[config.mk]
export PLATFORM = sky130hd
export DESIGN_NAME = sa_vc_local_flat
export DESIGN_NICKNAME = d
export VERILOG_FILES = /design/src/rtl/sa_vc_local_if.sv /design/src/rtl/sa_vc_local.sv /design/src/flat_wrapper.sv
export SDC_FILE = /design/constraint.sdc
export NUM_CORES = 1
export LEC_CHECK = 0
export CAP_MARGIN = 20
export CORE_MARGIN = 1
export CORE_UTILIZATION = 25
export CTS_CLUSTER_DIAMETER = 40
export DETAILED_ROUTE_END_ITERATION = 8
export DONT_BUFFER_PORTS = 1
export PLACE_DENSITY = 0.41
export SETUP_SLACK_MARGIN = 0.4
export SLEW_MARGIN = 20
export SYNTH_ARGS = -nofsm -noshare
export SYNTH_HDL_FRONTEND = slang
export SYNTH_SLANG_ARGS = --single-unit
export TNS_END_PERCENT = 20
[constraint.sdc]
create_clock -name clk -period 3.05 [get_ports clk]
set_input_delay 0.4575 -clock clk [delete_from_list [all_inputs] [get_ports clk]]
set_output_delay 0.4575 -clock clk [all_outputs]
set_load 0.1 [all_outputs]
[src/rtl/sa_vc_local_if.sv]
// Signal bundle between one router input port's VC buffers, its local switch
// allocator stage and the switch-traversal pipeline register.
interface sa_vc_local_if #(
    parameter int N = 5,
    parameter int V = 4
);
    logic [V-1:0]   vc_valid;
    logic [V*N-1:0] vc_route;
    logic [V-1:0]   vc_credit;
    logic [V-1:0]   vc_tail;
    logic           inputGrantSA;
    logic [N-1:0]   reqSA;
    logic [V-1:0]   winVC;
    logic [V-1:0]   vc_dequeue;
    logic           st_valid;
    logic [V-1:0]   st_vc;
    logic [N-1:0]   st_port;

    modport slave (
        input  vc_valid, vc_route, vc_credit, vc_tail, inputGrantSA,
        output reqSA, winVC, vc_dequeue, st_valid, st_vc, st_port
    );

    modport master (
        output vc_valid, vc_route, vc_credit, vc_tail, inputGrantSA,
        input  reqSA, winVC, vc_dequeue, st_valid, st_vc, st_port
    );
endinterface

[src/rtl/sa_vc_local.sv]
// Local (per input port) round-robin VC selection for switch allocation.
// Define SA_LOCK_EN to hold the port on one VC for a whole packet.
module sa_vc_local #(
    parameter int N = 5,
    parameter int V = 4
) (
    input  logic          clk,
    input  logic          rstn,
    sa_vc_local_if.slave  bus
);
    localparam int IW = (V > 1) ? $clog2(V) : 1;

    logic [V-1:0]  ptr;
    logic [V-1:0]  eligible;
    logic [V-1:0]  win;
    logic [N-1:0]  req;
    logic          grant_ok;
    logic          ptr_adv;
    logic [IW-1:0] ptr_idx;
    logic          st_valid_q;
    logic [V-1:0]  st_vc_q;
    logic [N-1:0]  st_port_q;

    function automatic logic is_onehot(input logic [N-1:0] r);
        return (r != '0) && ((r & (r - N'(1))) == '0);
    endfunction

`ifdef SA_LOCK_EN
    localparam logic [0:0] IDLE   = 1'b0;
    localparam logic [0:0] LOCKED = 1'b1;

    logic [0:0]   state;
    logic [V-1:0] lock_vc;
    logic         win_tail;
`endif

    always_comb begin
        eligible = '0;
        for (int i = 0; i < V; i++) begin
            eligible[i] = bus.vc_valid[i] & bus.vc_credit[i] &
                          is_onehot(bus.vc_route[i*N +: N]);
        end
`ifdef SA_LOCK_EN
        // Mid-packet, only the locked VC may compete; if it stalls the port idles.
        if (state == LOCKED) begin
            eligible = eligible & lock_vc;
        end
`endif
    end

    always_comb begin
        ptr_idx = '0;
        for (int i = 0; i < V; i++) begin
            if (ptr[i]) begin
                ptr_idx = IW'(i);
            end
        end
    end

    // Search upward from the priority pointer with wrap-around; first hit wins.
    always_comb begin
        int  idx;
        logic found;
        win   = '0;
        found = 1'b0;
        idx   = 0;
        for (int k = 0; k < V; k++) begin
            idx = int'(ptr_idx) + k;
            if (idx >= V) begin
                idx = idx - V;
            end
            if (!found && eligible[idx]) begin
                win[idx] = 1'b1;
                found    = 1'b1;
            end
        end
    end

    always_comb begin
        req = '0;
        for (int i = 0; i < V; i++) begin
            if (win[i]) begin
                req = req | bus.vc_route[i*N +: N];
            end
        end
    end

    assign grant_ok = bus.inputGrantSA & (|win);

`ifdef SA_LOCK_EN
    assign win_tail = |(win & bus.vc_tail);
    // Priority only rotates once a packet has completely left the port.
    assign ptr_adv  = grant_ok & win_tail;
`else
    assign ptr_adv  = grant_ok;
`endif

    always_ff @(posedge clk) begin
        if (rstn) begin
            ptr        <= V'(1);
            st_valid_q <= 1'b0;
            st_vc_q    <= '0;
            st_port_q  <= '0;
        end else begin
            st_valid_q <= grant_ok;
            st_vc_q    <= grant_ok ? win : '0;
            st_port_q  <= grant_ok ? req : '0;
            if (ptr_adv) begin
                ptr <= {win[V-2:0], win[V-1]};
            end
        end
    end

`ifdef SA_LOCK_EN
    always_ff @(posedge clk) begin
        if (rstn) begin
            state   <= IDLE;
            lock_vc <= '0;
        end else if (grant_ok) begin
            case (state)
                IDLE: begin
                    if (!win_tail) begin
                        state   <= LOCKED;
                        lock_vc <= win;
                    end
                end
                LOCKED: begin
                    if (win_tail) begin
                        state   <= IDLE;
                        lock_vc <= '0;
                    end
                end
                default: begin
                    state   <= IDLE;
                    lock_vc <= '0;
                end
            endcase
        end
    end
`endif

    assign bus.reqSA      = req;
    assign bus.winVC      = win;
    assign bus.vc_dequeue = grant_ok ? win : '0;
    assign bus.st_valid   = st_valid_q;
    assign bus.st_vc      = st_vc_q;
    assign bus.st_port    = st_port_q;
endmodule

[src/flat_wrapper.sv]
// flat-port wrapper written by rule: the top's interface ports become plain ports
module sa_vc_local_flat 
#(
    parameter int N = 5,
    parameter int V = 4
)
  (clk, rstn, bus_vc_valid, bus_vc_route, bus_vc_credit, bus_vc_tail, bus_inputGrantSA, bus_reqSA, bus_winVC, bus_vc_dequeue, bus_st_valid, bus_st_vc, bus_st_port);
  sa_vc_local_if #(.N(N), .V(V)) bus_i ();
  input  logic clk;
  input  logic rstn;
  input wire logic [$bits(bus_i.vc_valid)-1:0] bus_vc_valid;
  input wire logic [$bits(bus_i.vc_route)-1:0] bus_vc_route;
  input wire logic [$bits(bus_i.vc_credit)-1:0] bus_vc_credit;
  input wire logic [$bits(bus_i.vc_tail)-1:0] bus_vc_tail;
  input wire logic [$bits(bus_i.inputGrantSA)-1:0] bus_inputGrantSA;
  output wire logic [$bits(bus_i.reqSA)-1:0] bus_reqSA;
  output wire logic [$bits(bus_i.winVC)-1:0] bus_winVC;
  output wire logic [$bits(bus_i.vc_dequeue)-1:0] bus_vc_dequeue;
  output wire logic [$bits(bus_i.st_valid)-1:0] bus_st_valid;
  output wire logic [$bits(bus_i.st_vc)-1:0] bus_st_vc;
  output wire logic [$bits(bus_i.st_port)-1:0] bus_st_port;
  assign bus_i.vc_valid = bus_vc_valid;
  assign bus_i.vc_route = bus_vc_route;
  assign bus_i.vc_credit = bus_vc_credit;
  assign bus_i.vc_tail = bus_vc_tail;
  assign bus_i.inputGrantSA = bus_inputGrantSA;
  assign bus_reqSA = bus_i.reqSA;
  assign bus_winVC = bus_i.winVC;
  assign bus_vc_dequeue = bus_i.vc_dequeue;
  assign bus_st_valid = bus_i.st_valid;
  assign bus_st_vc = bus_i.st_vc;
  assign bus_st_port = bus_i.st_port;
  sa_vc_local #(.N(N), .V(V)) u_core (.clk(clk), .rstn(rstn), .bus(bus_i));
endmodule
---- After elaboration in Yosys (flattened, before gate mapping) ----
Index checks and enable logic that the tools add are counted.
operators by class
  order comparisons ....................... 12
  add/sub/neg operators ................... 11
  multiplexer cells ....................... 39
  bitwise operators ....................... 20
  reduce and logical (&&, ||, !) cells .... 24
operator list
  cell                                                                     count
  32-bit by 1-bit >= comparator with 1-bit output (second input constant)  4
  32-bit by 4-bit < comparator with 1-bit output (second input constant)   4
  32-bit 2-to-1 mux                                                        4
  32-bit by 4-bit >= comparator with 1-bit output (second input constant)  3
  32-bit by 4-bit subtractor with 32-bit output (second input constant)    3
  5-bit AND                                                                4
  5-bit logical NOT                                                        4
  4-bit 2-to-1 mux                                                         5
  5-bit 2-to-1 mux                                                         4
  5-bit nonzero test                                                       4
  5-bit by 1-bit subtractor with 5-bit output (second input constant)      4
  1-bit 2-to-1 mux                                                         16
  5-bit OR                                                                 3
  4-bit OR                                                                 3
  1-bit logical AND                                                        11
  1-bit AND                                                                9
  1-bit binary-select mux with 2-bit select                                4
  1-bit demux with 2-bit select                                            4
  2-bit by 2-bit adder with 3-bit output (second input constant)           2
  2-bit 2-to-1 mux                                                         2
  4-bit OR reduction                                                       1
  2-bit by 3-bit subtractor with 4-bit output (second input constant)      1
  2-bit by 1-bit adder with 3-bit output (second input constant)           1
  2-bit by 3-bit >= comparator with 1-bit output (second input constant)   1
  3 further kinds                                                          5
word-level totals
  input bits .............................. 35
  output and inout bits ................... 23
  logic and storage cells ................. 110
  flip-flop bits (word level) ............. 14

---- Logic depth before layout (Yosys ltp) ----
  depth after elaboration ................. 25
  depth in mapped cells ................... 11
  depth with buffers taken out ............ 11

---- Worst setup path before layout ----
OpenSTA, ideal clock, no wires.
  path kind ............................... reg2out
  from .................................... register u_core.ptr[2]
  to ...................................... output bus_reqSA[2]
  required time ........................... 2.592 ns
  cell stages (with the launch flop) ...... 12
  arrival ................................. 3.914 ns
  setup slack ............................. -1.322 ns
  path through ............................ dfxtp_1 > inv_1 > a21oi_2 > inv_1 > ha_1 > inv_1 > a211oi_1 > nor3_2 > a222oi_1 > nand2_1 > a222oi_1 > nand2_1
RTL lines
  item                                                                                                    line                text
  start: declaration                                                                                      sa_vc_local.sv:13   logic [V-1:0] ptr;
  start signal: assignment                                                                                sa_vc_local.sv:109  ptr <= {win[V-2:0], win[V-1]};
  2-bit 2-to-1 mux (*) (2 in series)                                                                      sa_vc_local.sv:54   if (ptr[i]) begin
  parallel branches: the longest is 14 deep, another holds 32-bit by 4-bit subtractor with 32-bit output  -
  4-bit 2-to-1 mux (*)                                                                                    sa_vc_local.sv:72   if (!found && eligible[idx]) begin
  named net bus_winVC[3]                                                                                  flat_wrapper.sv:17  output wire logic [$bits(bus_i.winVC)-1:0] bus_winVC;
  5-bit 2-to-1 mux (*)                                                                                    sa_vc_local.sv:82   if (win[i]) begin
  end: declaration                                                                                        flat_wrapper.sv:16  output wire logic [$bits(bus_i.reqSA)-1:0] bus_reqSA;
Mark *: on every way through the listed nets, which the timed path passes. The select of a mux whose other input is x is not followed.

---- Worst setup path after layout ----
  from .................................... register u_core.ptr[3]
  to ...................................... output bus_reqSA[2]
between the ends
  word-level cells in the longest chain between the ends .. 23
RTL lines
  item                                                                                                    line               text
  2-bit 2-to-1 mux (*)                                                                                    sa_vc_local.sv:54
  parallel branches: the longest is 14 deep, another holds 32-bit by 4-bit subtractor with 32-bit output  -
  4-bit 2-to-1 mux (*)                                                                                    sa_vc_local.sv:72
  5-bit 2-to-1 mux                                                                                        sa_vc_local.sv:82
  5-bit OR                                                                                                sa_vc_local.sv:83  req = req | bus.vc_route[i*N +: N];
  5-bit 2-to-1 mux                                                                                        sa_vc_local.sv:82
  5-bit OR                                                                                                sa_vc_local.sv:83
  5-bit 2-to-1 mux                                                                                        sa_vc_local.sv:82
  5-bit OR                                                                                                sa_vc_local.sv:83
  5-bit 2-to-1 mux (*)                                                                                    sa_vc_local.sv:82
Every way passes the cells marked *. The select of a mux whose other input is x is not followed.

==> results.cfg <==
[status]
status = finished with violations
violations = setup timing

[synth]
yosys.area_share.simple_pct = 28.4
syn_avg_cell_area_um2 = 7.91
synth_nets = 211
synth_seq_cells = 13
synthDistinctLibCells = 58
synth_mux_area_share_pct = 0.744
synth_top_family_by_area = compound AO/OA/AOI/OAI gates
synth-main-ff-cell = dfxtp_1
synth_compound_area_share_pct = 38.8
synth_warnings = 0
synthCells = 170
ys_seq_area_share_pct = 19.3
postSynth.asyncResetShare_pct = 0
syn_area_um2 = 1350
synth_edf_count = 0
synthXorXnorAreaFrac_pct = 2.60
synth_fa_ha_area_share_pct = 5.58

[critical_path]
endpoint_kind = primary output
path_cells = or2_4 > ha_4 > a211oi_4 > buf_6 > buf_12 > o41ai_4 > a221o_4 > a222oi_1 > buf_4 > nand2_4 > buf_12
worst-endpoint-arrival_ns = 3.01
critPathMaxFanout = 6
reg2regPathDepth = 13
crit_path_top_delay_cell = a222oi_1
crit_type = reg2out
cp_top_family = compound AO/OA/AOI/OAI gates
reg2reg_from = u_core.ptr[3]
cp.depth = 11
ff2ff_setup_slack_ns = 0.23
regToRegEndpoint = u_core.ptr[3]
startpoint = u_core.ptr[3]
worstPathRequired_ns = 2.59
crit_top_cell = buf_12
critPathBufInv = 4
cp-endpoint = bus_reqSA[2]
critPathLaunchType = register
slowest_delay_ns = 0.43

[power]
power.switching_uw = 473
p_leak_uw = 0.000912
peakVddDrop_v = 0.000225
combPwrFrac_pct = 63.2
report.power.total_uw = 1010
clock_power_share_pct = 15.3
p_seq_share_pct = 21.5
p_int_uw = 533
p_per_area_nw_per_um2 = 423
netSwitchingFraction_pct = 47.0

[sta]
worstMarginPinSlew_ns = 0.944
rsz0062_at_grt = yes
hold_violations = 0
max_slew_margin_pct = 37.0
final-setup-viol-count = 11
fin_ws_ns = -0.421
maxSlewViolCount = 0
period_minus_slack_ns = 3.47
clock_skew_ns = 0.00525
max_freq_ghz = 0.288
fin_hold_ws_ns = 0.265
timing.final.crit_share_pct = 114

[routing]
top_layer_used = met4
post-route-drc-count = 0
dr.pass1.iters = 5
drt-met1-wl_um = 2040
drt_wl_total_um = 4980
avgViaCountPerCell = 5.44
wire_per_inst_um = 16.6
met3_length_um = 326
wl_met2_um = 2480
num_vias = 1637
ant_nets = 0
dr.first_iter.drc_count = 68

[cells_and_area]
design_area_um2 = 2380
mostFrequentLayoutCells = buf_4 (46), nand2_1 (19), buf_12 (11)
final_common_cell = buf_4
drive_gt1_share_pct = 51.9
diodes = 0
syn_to_final_growth_pct = 76.7
nNetsFinal = 273

[cts]
cts_max_path_buffers = 2
htreeDepth = 1
cts_root_buf = clkbuf_8
clock-sinks = 13
path_clk_slew_ns = 0.06
clock_latency_ns = 0.24
cts_hold_buf = 0
cts_tree = done
cts-buffers-inserted = 3

[floorplanning]
dieArea_um2 = 5680
start_util_pct = 26.2
fp-row-count = 26
dieWidth_um = 75.4
core_um2 = 5140
die_y_um = 75.4
pin_count = 58

[placed_design]
placed_area_um2 = 1970
dp_hpwl_um = 3870
port-buffer-count = 0
gp_congestion = 0.968

[global_route]
track_usage_pct = 17.9
antenna_found_initial = 0
grt_pass1_vias = 1599
grt_pass1_wl_um = 7620
grt_overflow = 0
grt_max_degree = 11

[job]
maxCapViolations = 0

[min_path]
hold_path.class = in2reg
## synth_stat cells, types with 2 or more instances
cell type / n / share of area (%)
a211oi_1: 4 / 2.2
nand2_1: 25 / 7.0
dfxtp_1: 13 / 19
a222oi_1: 6 / 4.5
ha_1: 6 / 5.6
nand2b_1: 2 / 0.93
nor2_1: 6 / 1.7
and3_1: 2 / 0.93
a22oi_1: 3 / 1.7
and2_1: 3 / 1.4
or3_1: 2 / 0.93
o21ai_0: 7 / 2.6
nor2b_1: 7 / 3.3
a2111oi_2: 2 / 2.2
a311oi_1: 2 / 1.3
nor3b_1: 4 / 2.2
nand3_1: 5 / 1.9
a21oi_1: 10 / 3.7
xor2_1: 4 / 2.6
nor3_1: 7 / 2.6
inv_1: 11 / 3.1
o2111ai_1: 3 / 2.0
## stage by stage
| step | utilization [%] | setup slack (ns) | setup TNS, ns | instances |
|---|---|---|---|---|
| after CTS | 43.1 | -0.363 | -1.93 | 295 |
| after floorplan | - | -0.586 | -4.55 | 170 |
| final | 46.3 | -0.421 | -2.43 | 301 |
| after global routing | 46.3 | -0.541 | -3.92 | 301 |
| after detailed placement | 38.4 | -0.368 | -2.19 | 283 |
| after global placement | 38.4 | -0.408 | -2.02 | 283 |
## worst reg2reg max path, delay by kind of cell (launching register included)
family	cells	cell delay, ns
AOI/OAI and AO/OA	3	0.86
adders and majority gates	1	0.23
buffers and inverters	6	0.78
DFF	1	0.37
and+or+nand+nor	3	0.47
## layer usage
metal  vias to the layer above  track usage [%]
li1                        776                -
met1                       780             22.9
met2                        67             31.2
met3                        14             1.32
met4                         0             7.61
met5                         -                0
## cell type report
class                           count  area [um2]
Inverter                           11        41.3
Multi-Input combinational cell    143        1340
Fill cell                         519        2760
Clock buffer                        4        45.0
Timing Repair Buffer               60         599
Sequential cell                    13         267
Tap cell                           70        87.6
## cells by family after synthesis
logic type,after synthesis
muxes,1
DFF,13
buffers and inverters,14
xor gates and xnor gates,4
and+or+nand+nor,71
AOI/OAI and AO/OA,61
adders and majority gates,6
## registers in the layout (all words and copies together) (netlist names)
register and cells:
u_core.bus.st_vc 4, u_core.bus.st_port 5, u_core.bus.st_valid 1, u_core.ptr 3
## worst min-delay path by stage
stage | from | end | slack, ns | cells after the start
floorplan | u_core.ptr[2] | u_core.ptr[2] | 0.51 | 1
global placement | rstn | u_core.ptr[3] | 0.53 | 1
detailed placement | rstn | u_core.ptr[1] | 0.53 | 1
CTS | rstn | u_core.ptr[1] | 0.26 | 1
global route | rstn | u_core.ptr[1] | 0.26 | 1
finish | rstn | u_core.ptr[1] | 0.27 | 1
## timing repair
action | CTS | global route
pin swaps | 19 | 11
setup endpoints to repair | 22 | 22
gates resized for setup | 28 | 18
setup buffers | 8 | 6
## power groups by stage
stage	registers, uW	logic [uW]	clock network, uW
after global placement	219	535	0
final	217	636	153
after CTS	217	591	158
after detailed placement	219	542	0
after global routing	218	667	167
after floorplan	217	357	0
No activity file was read; power rests on OpenSTA's default activity.
